===== config.mk =====
export PLATFORM = sky130hd
export DESIGN_NAME = sync_fifo
export DESIGN_NICKNAME = d
export VERILOG_FILES = /design/src/rtl/fifo_pkg.sv /design/src/rtl/sync_fifo_mem.sv /design/src/rtl/sync_fifo.sv
export SDC_FILE = /design/constraint.sdc
export NUM_CORES = 1
export LEC_CHECK = 0
export CAP_MARGIN = 20
export CORE_ASPECT_RATIO = 0.6
export CORE_MARGIN = 3
export CORE_UTILIZATION = 53
export CTS_CLUSTER_SIZE = 20
export DETAILED_ROUTE_END_ITERATION = 10
export GPL_TIMING_DRIVEN = 1
export PLACE_DENSITY = 0.65
export SETUP_SLACK_MARGIN = 0.1
export SLEW_MARGIN = 10
export SYNTH_ARGS = -nofsm -noshare
export SYNTH_HDL_FRONTEND = slang
export SYNTH_SLANG_ARGS = --single-unit

===== constraint.sdc =====
create_clock -name clk -period 3.62 [get_ports clk]
set_clock_uncertainty 0.05 [all_clocks]
set_input_delay 0.905 -clock clk [delete_from_list [all_inputs] [get_ports clk]]
set_output_delay 0.905 -clock clk [all_outputs]
set_load 0.02 [all_outputs]

===== src/rtl/fifo_pkg.sv =====
// Shared types and helpers for the single-clock FIFO.
package fifo_pkg;

    typedef enum logic [1:0] {
        OP_IDLE = 2'b00,
        OP_PUSH = 2'b01,
        OP_POP  = 2'b10,
        OP_BOTH = 2'b11
    } fifo_op_e;

    // Occupancy after one cycle; callers narrow the result to their count width.
    function automatic logic [31:0] next_count(input logic [31:0] count, input fifo_op_e op);
        case (op)
            OP_PUSH: next_count = count + 32'd1;
            OP_POP:  next_count = count - 32'd1;
            default: next_count = count;
        endcase
    endfunction

endpackage


===== src/rtl/sync_fifo_mem.sv =====
// Storage array for sync_fifo: synchronous write, asynchronous (fall-through) read.
module sync_fifo_mem #(
    parameter int ADDR_WIDTH = 6,
    parameter int DATA_WIDTH = 8
) (
    input  logic                  clk,
    input  logic                  we,
    input  logic [ADDR_WIDTH-1:0] waddr,
    input  logic [DATA_WIDTH-1:0] wdata,
    input  logic [ADDR_WIDTH-1:0] raddr,
    output logic [DATA_WIDTH-1:0] rdata
);

    localparam int DEPTH = 2 ** ADDR_WIDTH;

    logic [DATA_WIDTH-1:0] mem_q [DEPTH];

    always_ff @(posedge clk) begin
        if (we) begin
            mem_q[waddr] <= wdata;
        end
    end

    assign rdata = mem_q[raddr];

endmodule


===== src/rtl/sync_fifo.sv =====
// Single-clock ready/valid FIFO using full 2**ADDR_WIDTH depth via wrap-bit pointers.
// Define SYNC_FIFO_WATERMARK_EN to add the high_water occupancy output.
module sync_fifo
    import fifo_pkg::*;
#(
    parameter int ADDR_WIDTH    = 6,
    parameter int DATA_WIDTH    = 8,
    parameter int AFULL_THRESH  = (2 ** ADDR_WIDTH) - 2,
    parameter int AEMPTY_THRESH = 1
) (
    input  logic                  clk,
    input  logic                  reset_n,
    input  logic                  flush,
    output logic                  ready_in,
    input  logic                  valid_in,
    input  logic [DATA_WIDTH-1:0] data_in,
    input  logic                  ready_out,
    output logic                  valid_out,
    output logic [DATA_WIDTH-1:0] data_out,
    output logic [ADDR_WIDTH:0]   count,
    output logic                  almost_full,
    output logic                  almost_empty
`ifdef SYNC_FIFO_WATERMARK_EN
    ,
    output logic [ADDR_WIDTH:0]   high_water
`endif
);

    localparam int DEPTH = 2 ** ADDR_WIDTH;
    localparam logic [ADDR_WIDTH:0] AFULL_T  = (ADDR_WIDTH + 1)'(AFULL_THRESH);
    localparam logic [ADDR_WIDTH:0] AEMPTY_T = (ADDR_WIDTH + 1)'(AEMPTY_THRESH);

    if (AFULL_THRESH < 1 || AFULL_THRESH > DEPTH) begin : g_bad_afull
        $error("sync_fifo: AFULL_THRESH out of range 1..DEPTH");
    end
    if (AEMPTY_THRESH < 0 || AEMPTY_THRESH > DEPTH - 1) begin : g_bad_aempty
        $error("sync_fifo: AEMPTY_THRESH out of range 0..DEPTH-1");
    end

    logic [ADDR_WIDTH:0] w_ptr_q, w_ptr_d;
    logic [ADDR_WIDTH:0] r_ptr_q, r_ptr_d;
    logic [ADDR_WIDTH:0] count_q, count_d;
    logic                active_q, active_d;
    logic                afull_q, afull_d;
    logic                aempty_q, aempty_d;
    logic                full, empty, push, pop;
    fifo_op_e            op;

    always_comb begin
        full      = (w_ptr_q[ADDR_WIDTH] != r_ptr_q[ADDR_WIDTH]) &&
                    (w_ptr_q[ADDR_WIDTH-1:0] == r_ptr_q[ADDR_WIDTH-1:0]);
        empty     = (w_ptr_q == r_ptr_q);
        ready_in  = active_q && !full;
        valid_out = active_q && !empty;
        push      = ready_in && valid_in;
        pop       = ready_out && valid_out;
        op        = fifo_op_e'({pop, push});

        active_d = 1'b1;
        w_ptr_d  = w_ptr_q;
        r_ptr_d  = r_ptr_q;
        count_d  = (ADDR_WIDTH + 1)'(next_count(32'(count_q), op));
        if (flush) begin
            w_ptr_d = '0;
            r_ptr_d = '0;
            count_d = '0;
        end else begin
            if (push) w_ptr_d = w_ptr_q + 1'b1;
            if (pop)  r_ptr_d = r_ptr_q + 1'b1;
        end
        // Flags follow the next count, so a flush lands them on their reset values too.
        afull_d  = (count_d >= AFULL_T);
        aempty_d = (count_d <= AEMPTY_T);
    end

    always_ff @(posedge clk or negedge reset_n) begin
        if (!reset_n) begin
            w_ptr_q  <= '0;
            r_ptr_q  <= '0;
            count_q  <= '0;
            active_q <= 1'b0;
            afull_q  <= 1'b0;
            aempty_q <= 1'b1;
        end else begin
            w_ptr_q  <= w_ptr_d;
            r_ptr_q  <= r_ptr_d;
            count_q  <= count_d;
            active_q <= active_d;
            afull_q  <= afull_d;
            aempty_q <= aempty_d;
        end
    end

    assign count        = count_q;
    assign almost_full  = afull_q;
    assign almost_empty = aempty_q;

`ifdef SYNC_FIFO_WATERMARK_EN
    logic [ADDR_WIDTH:0] high_water_q, high_water_d;

    always_comb begin
        high_water_d = high_water_q;
        if (flush) begin
            high_water_d = '0;
        end else if (count_d > high_water_q) begin
            high_water_d = count_d;
        end
    end

    always_ff @(posedge clk or negedge reset_n) begin
        if (!reset_n) begin
            high_water_q <= '0;
        end else begin
            high_water_q <= high_water_d;
        end
    end

    assign high_water = high_water_q;
`endif

    sync_fifo_mem #(
        .ADDR_WIDTH(ADDR_WIDTH),
        .DATA_WIDTH(DATA_WIDTH)
    ) u_mem (
        .clk  (clk),
        .we   (push && !flush),
        .waddr(w_ptr_q[ADDR_WIDTH-1:0]),
        .wdata(data_in),
        .raddr(r_ptr_q[ADDR_WIDTH-1:0]),
        .rdata(data_out)
    );

endmodule


==> results.toml <==
[clock_network]
tritoncts = "yes"
clock-sinks = 536
cts_root_buffer = "clkbuf_16"
hold_buffers = 0
numCtsBuffers = 47
cts.path.max_buffers = 3
htreeDepth = 2
path_clk_slew_ns = 0.06
clk_latency_ns = 0.58

[synth]
ys_ff_latch = 536
seq_area_frac_synth_pct = 74.3
synthMuxAreaShare_pct = 14.3
synth_ff_type = "edfxtp_1"
async_flop_share_pct = 4.48
synth_top_family_by_area = "multiplexers"
synth_fp_nets = 1108
synth-simple-area-share_pct = 4.13
synth_top_area_cell = "edfxtp_1"
synthXorXnorAreaFrac_pct = 0.448
synth_compound_area_share_pct = 4.07
syn_area_sq_um = 21500
synth.avg_cell_area_sq_um = 19.8
synth_top_area_share_pct = 71.5
synth_edf_count = 512
synthAdderAreaFrac_pct = 0.559
ys_types = 69
yosys_warnings = 0
syn_inst = 1086
synth_area_leaders = "edfxtp_1 (72%), mux4_2 (11%), dfrtp_1 (2.7%)"

[grt]
overflow = 0
antenna_found_initial = 2
grt_pass1_vias = 11600
grt_max_degree = 65
grt_use_total_pct = 25.5
grt_pass1_wl_um = 78800

[detailed_routing]
vias_per_cell = 6.30
drc = 0
drt_wl_total_um = 53600
drt-initial-drc-count = 1583
via_count = 11900
postRouteAntennaNets = 0
avgRoutedWirePerCell_um = 28.5
dr.pass1.iters = 5

[layout]
nNetsFinal = 1344
multi_input_area_sq_um = 5300
syn_to_final_growth_pct = 20.0
drive_gt1_share_pct = 35.8
antenna_cells = 0
finalCoreUtilization_pct = 65.3
layout.cells.non_filler = 1882
seq_area_sq_um = 16000
fill_cells = 2680
final_area_sq_um = 25800

[die]
die_y_um = 162
io-pin-count = 32
num_rows = 56
start_util_pct = 54.4
die_x_um = 266
design.core.area_sq_um = 39500
fp.dieArea_sq_um = 43100

[timing]
fin_crit_sh_pct = 109
fmaxAchievable_mhz = 254
final.setup.worst_slack_ns = -0.325
period_minus_slack_ns = 3.94
setup_viol = 10
final_hold_viol_count = 0
grt_setup_unrepaired = "true"
tightest_slew_ns = 0.938
slew_viol_final = 0
fin_tns_setup_ns = -2.23
slew_headroom_pct = 37.5

[power_and_ir_drop]
finalPower_mw = 12.6
ir_drop_uv = 410
powerDensity_nw_per_um2 = 489
p_leak_nw = 8.50

[hold_path]
hold_path.class = "reg -> reg"

[placement]
portBuffers = 31
dpl_cell_area_sq_um = 23600
dp.cells = 1759
gp_congestion = 0.919
dp_hpwl_um = 34900

[setup_path]
critPathArrivalTime_ns = 2.99
r2r-start = "r_ptr_q[0]"
crit_required_ns = 2.66
cp-end-kind = "output pin"
critPathLaunchType = "register"
reg2reg_to = "almost_full"
crit_start = "r_ptr_q[0]"
worstSetupEndpoint = "data_out[6]"
worstSetupPathType = "reg -> out"
crit_fanout = 8
r2r.worst_path.cells = 13
regToRegSetupSlack_ns = -0.06

[job]
cap_violations = 0

[run_status]
violations = "negative setup slack"
status = "complete, but fails checks"
## cells in the final DEF, fill, tap and decap left out, drive strengths merged, types with 7 or more instances in the layout
cell           count
a211oi             8
dfrtp             23
o22ai             15
clkinv            16
nand2             28
nor2              85
buf              239
clkbuf            65
o21ai             10
clkdlybuf4s50     13
a22oi             12
a21oi             19
a22o               9
edfxtp           512
mux4             122
nor2b              9
xnor2              9
a221oi             7
ha                 8
inv               11
nand3              8
o221ai             7
or3               13
mux2i             20
## sequential cells by signal (all words and copies together) (netlist names)
name          flops
active_q          1
w_ptr_q           7
count             7
almost_full       1
r_ptr_q           7
u_mem.mem_q     512
almost_empty      1
## layout make-up
| cell class | instances | share of cell area [%] |
|---|---|---|
| well taps | 522 | 2.53 |
| repair buffers | 254 | 8.90 |
| clock inverters | 24 | 0.999 |
| clock buffers | 63 | 4.95 |
| flip-flops and latches | 536 | 61.9 |
| multi-input cells | 473 | 20.5 |
| inverters | 10 | 0.145 |
## metal layers
layer	up-vias	global-route usage (%)	routed length [um]
met2	595	34.4	22500
met1	6224	42.5	24700
li1	4960	-	-
met4	2	6.12	1110
met3	83	5.47	5290
met5	-	0	8
## worst max-delay path: stages (launching register included)
cell and delay [ns]:
dfrtp_4 0.51, buf_12 0.20, buf_12 0.14, buf_8 0.13, mux4_2 0.53, a211oi_4 0.26
a31oi_4 0.07, a221o_1 0.41, buf_6 0.15
## where the power goes
group	internal [mW]	leakage, nW	switching, mW
sequential	6.80	4.92	0.0153
clock	2.85	0.748	2.22
combinational	0.342	2.83	0.386
total	9.99	8.50	2.62
## cells by family (layout without fill, tap and decap cells)
kind of cell / count (synthesis) / count (layout)
and+or+nand+nor: 184 / 184
muxes: 148 / 148
DFF: 536 / 536
AOI/OAI and AO/OA: 120 / 120
other: 1 / 1
adders and majority gates: 9 / 9
buffers and inverters: 77 / 351
xor gates and xnor gates: 11 / 11
## worst min path at each step
| stage | from | endpoint | slack [ns] | cells past startpoint |
|---|---|---|---|---|
| after CTS | w_ptr_q[6] | w_ptr_q[6] | 0.57 | 2 |
| after floorplan | w_ptr_q[6] | w_ptr_q[6] | 0.51 | 2 |
| final | count[0] | count[0] | 0.57 | 2 |
| after global routing | reset_n | r_ptr_q[5] | 0.62 | 1 |
| after detailed placement | count[2] | count[2] | 0.55 | 2 |
| after global placement | count[0] | count[0] | 0.52 | 2 |
## what timing repair did
item,CTS,global route
setup endpoints to repair,12,15
buffers inserted,25,8
cloned,2,0
pin swaps,20,8
gates resized for setup,111,17
## synthesized netlist by cell type (3+ instances only)
library cell,n
or4_1,6
a22oi_1,12
ha_1,8
a221oi_1,6
or3_1,13
o211ai_1,5
dfrtp_1,23
a211oi_1,8
nor2_1,85
nand3b_1,4
o221ai_1,7
mux4_1,15
a31oi_1,5
xnor2_1,9
buf_6,9
or2_2,3
buf_2,14
a31o_2,4
o21ai_0,10
nand4_1,5
nand2_1,28
edfxtp_1,512
nor3_1,5
inv_1,9
and2_1,3
clkbuf_1,23
mux2_2,6
a21oi_1,19
nand3_1,8
and3_1,3
buf_1,4
o22ai_1,15
mux2i_1,20
a211o_1,5
a22o_1,9
nor2b_1,9
mux4_2,107
buf_4,11
## through the flow
step	setup WS (ns)	hold slack, ns
after floorplan	0.339	0.513
after global placement	-0.279	0.524
after detailed placement	-0.246	0.553
after CTS	-0.318	0.568
after global routing	-0.367	0.618
final	-0.325	0.567
(Power assumes the default switching activity.)
